$ cat src/rtl/i2s_tx_sched_if.sv
// Bus bundle between the two sample producers, the scheduler and the i2s PHY.
// The mute input exists only when I2S_SCHED_MUTE_EN is defined.
interface i2s_tx_sched_if #(
   parameter int unsigned DEPTH = 8
);
   localparam int unsigned LVL_W = $clog2(DEPTH) + 1;

   logic [1:0]       s_req;
   logic [1:0]       s_valid;
   logic [31:0]      s_data0;
   logic [31:0]      s_data1;
   logic [1:0]       s_ready;
   logic [1:0]       grant;
   logic             phy_en;
   logic             phy_busy;
   logic             phy_rd_valid;
   logic             phy_rd;
   logic [15:0]      phy_rd_data_chan0;
   logic [15:0]      phy_rd_data_chan1;
   logic [LVL_W-1:0] fifo_level;
   logic [15:0]      underrun_cnt;
`ifdef I2S_SCHED_MUTE_EN
   logic             mute;
`endif

   // Producers and PHY side
   modport master (
`ifdef I2S_SCHED_MUTE_EN
      output mute,
`endif
      output s_req, s_valid, s_data0, s_data1, phy_busy, phy_rd,
      input  s_ready, grant, phy_en, phy_rd_valid, phy_rd_data_chan0,
             phy_rd_data_chan1, fifo_level, underrun_cnt
   );

   // Scheduler side
   modport slave (
`ifdef I2S_SCHED_MUTE_EN
      input  mute,
`endif
      input  s_req, s_valid, s_data0, s_data1, phy_busy, phy_rd,
      output s_ready, grant, phy_en, phy_rd_valid, phy_rd_data_chan0,
             phy_rd_data_chan1, fifo_level, underrun_cnt
   );
endinterface

$ cat src/rtl/i2s_tx_sched.sv
// Two-source i2s transmit scheduler: fixed-priority grant, pre-fill FIFO, clean stop.
// Optional build macro I2S_SCHED_MUTE_EN zeroes the head data while mute is high.
module i2s_tx_sched #(
   parameter int unsigned DEPTH       = 8,
   parameter int unsigned START_LEVEL = 4
) (
   input  logic           clk,
   input  logic           rst,
   i2s_tx_sched_if.slave  bus
);
   localparam int unsigned PTR_W = $clog2(DEPTH);
   localparam int unsigned LVL_W = PTR_W + 1;

   typedef enum logic [2:0] {IDLE, FILL, RUN, DRAIN, STOP} state_t;

   state_t           state_q, state_d;
   logic [1:0]       grant_q, grant_d;
   logic             phy_en_q, phy_en_d;
   logic [PTR_W-1:0] wr_ptr_q, rd_ptr_q;
   logic [LVL_W-1:0] level_q, level_d;
   logic [15:0]      uf_cnt_q;
   logic [31:0]      mem_q [DEPTH];

   logic        owner, owner_req, full, empty, rd_valid;
   logic        accept_st, own_ready, push, pop, underrun;
   logic [31:0] own_data, head;

   // Ownership decode: bit1 of the one-hot grant selects source 1
   assign owner     = grant_q[1];
   assign owner_req = bus.s_req[owner];
   assign own_data  = owner ? bus.s_data1 : bus.s_data0;

   assign full      = (level_q == LVL_W'(DEPTH));
   assign empty     = (level_q == '0);
   assign rd_valid  = ((state_q == RUN) || (state_q == DRAIN)) && !empty;
   assign pop       = bus.phy_rd && rd_valid;
   assign accept_st = ((state_q == FILL) || (state_q == RUN)) && owner_req;
   assign own_ready = accept_st && (!full || pop);
   assign push      = own_ready && bus.s_valid[owner];

   // Head about to empty while the owner still streams: PHY starved
   assign underrun  = (state_q == RUN) && owner_req && pop && !push &&
                      (level_q == LVL_W'(1));

   always_comb begin
      level_d = level_q;
      unique case ({push, pop})
         2'b10:   level_d = level_q + LVL_W'(1);
         2'b01:   level_d = level_q - LVL_W'(1);
         default: level_d = level_q;
      endcase
   end

   // Next-state, grant and phy_en decode
   always_comb begin
      state_d  = state_q;
      grant_d  = grant_q;
      phy_en_d = 1'b0;
      unique case (state_q)
         IDLE: begin
            if (bus.s_req != 2'b00) begin
               state_d = FILL;
               grant_d = bus.s_req[0] ? 2'b01 : 2'b10;
            end
         end
         FILL: begin
            if (!owner_req)                            state_d = empty ? IDLE : RUN;
            else if (level_q >= LVL_W'(START_LEVEL))   state_d = RUN;
         end
         RUN:     if (!owner_req)       state_d = DRAIN;
         DRAIN:   if (level_d == '0)    state_d = STOP;
         STOP:    if (!bus.phy_busy)    state_d = IDLE;
         default: state_d = IDLE;
      endcase
      if (state_d == IDLE) grant_d = 2'b00;
      phy_en_d = (state_d == RUN) || (state_d == DRAIN);
   end

   always_ff @(posedge clk or posedge rst) begin
      if (rst) state_q <= IDLE;
      else     state_q <= state_d;
   end

   always_ff @(posedge clk or posedge rst) begin
      if (rst) begin
         grant_q  <= 2'b00;
         phy_en_q <= 1'b0;
         wr_ptr_q <= '0;
         rd_ptr_q <= '0;
         level_q  <= '0;
         uf_cnt_q <= '0;
      end else begin
         grant_q  <= grant_d;
         phy_en_q <= phy_en_d;
         level_q  <= level_d;
         if (push) wr_ptr_q <= wr_ptr_q + PTR_W'(1);
         if (pop)  rd_ptr_q <= rd_ptr_q + PTR_W'(1);
         if (underrun && (uf_cnt_q != 16'hFFFF)) uf_cnt_q <= uf_cnt_q + 16'd1;
      end
   end

   // Storage needs no reset: validity is tracked by the pointers and level
   always_ff @(posedge clk) begin
      if (push) mem_q[wr_ptr_q] <= own_data;
   end

   assign head = mem_q[rd_ptr_q];

`ifdef I2S_SCHED_MUTE_EN
   assign bus.phy_rd_data_chan0 = bus.mute ? 16'h0000 : head[15:0];
   assign bus.phy_rd_data_chan1 = bus.mute ? 16'h0000 : head[31:16];
`else
   assign bus.phy_rd_data_chan0 = head[15:0];
   assign bus.phy_rd_data_chan1 = head[31:16];
`endif

   assign bus.s_ready      = own_ready ? (owner ? 2'b10 : 2'b01) : 2'b00;
   assign bus.grant        = grant_q;
   assign bus.phy_en       = phy_en_q;
   assign bus.phy_rd_valid = rd_valid;
   assign bus.fifo_level   = level_q;
   assign bus.underrun_cnt = uf_cnt_q;
endmodule
$ cat src/flat_wrapper.sv
// flat-port wrapper written by rule: the top's interface ports become plain ports
module i2s_tx_sched_flat 
#(
   parameter int unsigned DEPTH       = 8,
   parameter int unsigned START_LEVEL = 4
)
  (clk, rst, bus_s_req, bus_s_valid, bus_s_data0, bus_s_data1, bus_phy_busy, bus_phy_rd, bus_s_ready, bus_grant, bus_phy_en, bus_phy_rd_valid, bus_phy_rd_data_chan0, bus_phy_rd_data_chan1, bus_fifo_level, bus_underrun_cnt);
  i2s_tx_sched_if #(.DEPTH(DEPTH)) bus_i ();
  input  logic clk;
  input  logic rst;
  input wire logic [$bits(bus_i.s_req)-1:0] bus_s_req;
  input wire logic [$bits(bus_i.s_valid)-1:0] bus_s_valid;
  input wire logic [$bits(bus_i.s_data0)-1:0] bus_s_data0;
  input wire logic [$bits(bus_i.s_data1)-1:0] bus_s_data1;
  input wire logic [$bits(bus_i.phy_busy)-1:0] bus_phy_busy;
  input wire logic [$bits(bus_i.phy_rd)-1:0] bus_phy_rd;
  output wire logic [$bits(bus_i.s_ready)-1:0] bus_s_ready;
  output wire logic [$bits(bus_i.grant)-1:0] bus_grant;
  output wire logic [$bits(bus_i.phy_en)-1:0] bus_phy_en;
  output wire logic [$bits(bus_i.phy_rd_valid)-1:0] bus_phy_rd_valid;
  output wire logic [$bits(bus_i.phy_rd_data_chan0)-1:0] bus_phy_rd_data_chan0;
  output wire logic [$bits(bus_i.phy_rd_data_chan1)-1:0] bus_phy_rd_data_chan1;
  output wire logic [$bits(bus_i.fifo_level)-1:0] bus_fifo_level;
  output wire logic [$bits(bus_i.underrun_cnt)-1:0] bus_underrun_cnt;
  assign bus_i.s_req = bus_s_req;
  assign bus_i.s_valid = bus_s_valid;
  assign bus_i.s_data0 = bus_s_data0;
  assign bus_i.s_data1 = bus_s_data1;
  assign bus_i.phy_busy = bus_phy_busy;
  assign bus_i.phy_rd = bus_phy_rd;
  assign bus_s_ready = bus_i.s_ready;
  assign bus_grant = bus_i.grant;
  assign bus_phy_en = bus_i.phy_en;
  assign bus_phy_rd_valid = bus_i.phy_rd_valid;
  assign bus_phy_rd_data_chan0 = bus_i.phy_rd_data_chan0;
  assign bus_phy_rd_data_chan1 = bus_i.phy_rd_data_chan1;
  assign bus_fifo_level = bus_i.fifo_level;
  assign bus_underrun_cnt = bus_i.underrun_cnt;
  i2s_tx_sched #(.DEPTH(DEPTH), .START_LEVEL(START_LEVEL)) u_core (.clk(clk), .rst(rst), .bus(bus_i));
endmodule
$ cat config.mk
export PLATFORM = sky130hd
export DESIGN_NAME = i2s_tx_sched_flat
export DESIGN_NICKNAME = d
export VERILOG_FILES = /design/src/rtl/i2s_tx_sched_if.sv /design/src/rtl/i2s_tx_sched.sv /design/src/flat_wrapper.sv
export SDC_FILE = /design/constraint.sdc
export NUM_CORES = 1
export LEC_CHECK = 0
export BUFFER_PORTS_ARGS = -buffer_cell sky130_fd_sc_hd__buf_2
export CAP_MARGIN = 20
export CORE_MARGIN = 3
export CORE_UTILIZATION = 53
export DETAILED_ROUTE_END_ITERATION = 10
export PLACE_DENSITY = 0.76
export SKIP_LAST_GASP = 1
export SYNTH_ARGS = -nofsm -noshare
export SYNTH_HDL_FRONTEND = slang
export SYNTH_SLANG_ARGS = --single-unit
$ cat constraint.sdc
create_clock -name clk -period 5.6 [get_ports clk]
set_input_delay 0.28 -clock clk [delete_from_list [all_inputs] [get_ports clk]]
set_output_delay 0.28 -clock clk [all_outputs]
set_load 0.02 [all_outputs]
==> key figures <==
Run status
  – Run status: finished clean

Die
  – Initial Utilization: a little over half
  – Row count: 54
  – I/O Pins: 130
  – Die width: 156.3 um
  – Die area: between 20,000 and 25,000 um^2
  – Core area: around 22,000 um^2
  – Die Height: ~160 um

Setup path
  – CP bufs+invs: 2
  – Critical path data arrival time: ~4.4 ns
  – Crit path required time: between 6 and 7 ns
  – Cells along the critical path: buf_4 > mux2i_1 > a311o_1 > or2_1 > inv_1 > ha_1 > mux2_2 > o31ai_1 > a31oi_1 > a211o_1
  – Delay-heaviest family, CP: compound AO/OA/AOI/OAI gates
  – Levels on crit path: 10
  – Startpoint Class: flip-flop
  – Worst-case reg-to-reg path depth: 10
  – Slowest stage cell on the critical path: dfrtp_2
  – Worst r2r src: u_core.bus.grant[1]
  – Reg2reg setup slack: 1.66 ns
  – Setup CP Type: reg -> reg
  – Crit end category: flip-flop
  – Worst r2r dst: u_core.state_q[0]
  – Worst path max stage delay: around 0.73 ns
  – CP Max Fanout: 20

Global route
  – Met2 Use GR: 32.64%
  – Congestion Overflow GR: 0
  – Vias in the first global route: roughly 6,500
  – Met3 Use GR: roughly 3.4%
  – Antenna violations before repair: 0
  – First-pass GRT wire length: approximately 36,000 um
  – GRT Max-Usage Layer: met2
  – Largest net degree at the start of global routing: 67
  – Tot GR Track Use: 19.31%
  – M1 GR Usage: 26.31%

Route
  – Routed vias/inst: ~6
  – Post-route ant nets: 0
  – Drt pass-1 iters: 5
  – Detailed router's first-iteration violation count: roughly 400
  – Final wirelength: ~23,000 um
  – Via count: 6,172
  – DRC Markers: 0
  – WL/cell: 22.30 um

Timing
  – RSZ-0062 raised after global routing: no
  – Worst-Margin Slew: ~1.1 ns
  – Final Max Tran Viols: 0
  – Final Setup Violations: 0
  – Skew final: 0.01064 ns
  – Final period util: a little over two thirds
  – Hold Vio Cnt, Final: 0
  – Slew margin rel.: between 20 and 30%
  – F_max: 253.6 MHz
  – Setup TNS: 0 ns
  – Tmin final: between 3 and 4 ns

Synthesis
  – Synth cell types: 57
  – Synth top area share: around 64%
  – Register area share after synthesis: ~70%
  – Area contributors post-synth: edfxtp_1, mux4_2, dfrtp_1
  – Post-Syn Area: 11,980 um^2
  – Async SR Flop Fraction: ~11%
  – Post-Syn Instances: between 500 and 600
  – Syn Area/Cell: between 20 and 25 um^2
  – Number of synthesized flops with an enable pin: roughly 260
  – Area leader, netlist: edfxtp_1
  – Syn Nets: between 600 and 700
  – Synth Warn #: 0
  – Post-synthesis register bit count: about 290
  – Top FF cell, synth: edfxtp_1

Min path
  – Hold path depth: 3
  – Min-Delay Path Class: in -> reg
  – WHS Endpoint: u_core.state_q[2]
  – Beginning of the worst hold path: bus_phy_busy

Clock network
  – Setup Fix Bufs, Post-CTS: 0
  – Clock Latency Late Sink: about 0.53 ns
  – Root buffer cell: clkbuf_16
  – CTS Sinks: around 290
  – CTS clock-pin slew for the worst setup and hold paths: 0.06 ns
  – Cts bufs inserted: 29
  – Max clock buf depth: 3
  – CTS tree: built
  – H-Tree Depth: 1
  – Resize count post-CTS: 0

Pwr
  – Pwr dens: ~490 nW/um^2
  – Max VDD drop: around 0.00028 V
  – P_leak: slightly below 5 nW
  – Pwr Total: about 7 mW

Layout
  – Area growth, synth to finish: 16.64%
  – Layout cells sized above 1: a little under half
  – Antenna cells: 0
  – Nets: 827

Place
  – GPL Wtd Cong: 0.8267
  – Hpwl dp: between 10,000 and 15,000 um
  – Number of port buffers: ~130

Flow run
  – Max-cap viol count: 0
==> timing repair <==
action                                  in CTS  in global routing
hold endpoints to repair                    33                  0
endpoints found under the setup margin       0                  0
hold buffers                                 2                  0
==> kinds of logic (layout without fill, tap and decap cells) <==
group / Yosys count / after routing / share of synthesized area [%]
adder cells (fa/ha/maj): 8 / 8 / 0.8359
multiplexers: 133 / 133 / 18.61
flip-flops: 288 / 288 / 70.88
AO/OA/AOI/OAI: 28 / 28 / 1.891
XOR/XNOR: 20 / 20 / 1.463
buffers and inverters: 41 / 212 / 1.578
AND/OR/NAND/NOR: 80 / 80 / 4.744
==> worst max-delay path by stage <==
stage                             startpoint                  to  slack [ns]
floorplan           u_core.bus.fifo_level[0]  u_core.mem_q[0][0]        0.16
global placement         u_core.bus.grant[1]   u_core.state_q[0]        1.80
detailed placement       u_core.bus.grant[1]   u_core.state_q[0]        1.65
CTS                      u_core.bus.grant[1]   u_core.state_q[0]        1.64
global route             u_core.bus.grant[1]   u_core.state_q[0]        1.38
finish                   u_core.bus.grant[1]   u_core.state_q[0]        1.66
==> cell type report <==
type | count | area, um^2
Sequential cell | 288 | 8498
Fill cell | 1508 | 8058
Multi-Input combinational cell | 269 | 3356
Timing Repair Buffer | 148 | 805.8
Clock buffer | 39 | 763.2
Tap cell | 280 | 350.3
Clock inverter | 14 | 153.9
Inverter | 11 | 41.29
==> routing by layer <==
layer	wire length (um)	vias up
li1	-	2733
met1	9543	3171
met2	11740	225
met3	1554	43
met4	558	0
met5	0	-
==> state kept, by name, indices dropped and copies added, names as in the netlist <==
| register | count |
|---|---|
| u_core.wr_ptr_q | 3 |
| u_core.bus.phy_en | 1 |
| u_core.bus.fifo_level | 4 |
| u_core.mem_q | 256 |
| u_core.bus.grant | 2 |
| u_core.bus.underrun_cnt | 16 |
| u_core.rd_ptr_q | 3 |
| u_core.state_q | 3 |
==> synth_stat cells (5+ instances only) <==
| cell type | count |
|---|---|
| edfxtp_1 | 256 |
| mux2_2 | 66 |
| dfrtp_1 | 32 |
| nor4_1 | 5 |
| buf_2 | 9 |
| o21ai_0 | 5 |
| mux4_2 | 64 |
| nand3_1 | 7 |
| nand4_1 | 5 |
| ha_1 | 8 |
| nor4b_2 | 5 |
| clkbuf_1 | 16 |
| nand2_1 | 15 |
| nor2_1 | 7 |
| inv_1 | 11 |
| xor2_1 | 17 |
| nor2b_1 | 5 |
==> report_power, final <==
group	switching [mW]	internal, mW
Combinational	0.997	1.00
Clock	0.762	1.10
Sequential	0.409	2.63
==> cells in the final DEF (no fill, tap or decap), drive strengths merged, types with 9 or more instances in the layout <==
master and count:
mux2 67, mux4 64, nor4 10, inv 13, clkbuf 39, dfrtp 32, nor2 10, nand2 15
xor2 17, nor3 9, buf 146, edfxtp 256
==> metrics by stage <==
step / instance area, um^2 / instances / hold slack, ns / setup WS [ns] / util, %
after floorplan: 11980 / 598 / 0.3678 / 0.1611 / -
after global placement: 13030 / 994 / 0.3905 / 1.801 / 59.16
after detailed placement: 13030 / 994 / 0.3956 / 1.648 / 59.16
after CTS: 13970 / 1049 / 0.02179 / 1.641 / 63.42
after global routing: 13970 / 1049 / 0.05166 / 1.384 / 63.42
final: 13970 / 1049 / 0.04854 / 1.657 / 63.42
==> worst min-delay path, delay by kind of cell <==
kind,cells,cell delay (ns)
AOI/OAI and AO/OA,1,0.09
buffers and inverters,1,0.08
and+or+nand+nor,1,0.08
Note: power is estimated with default switching activity, not from simulation.
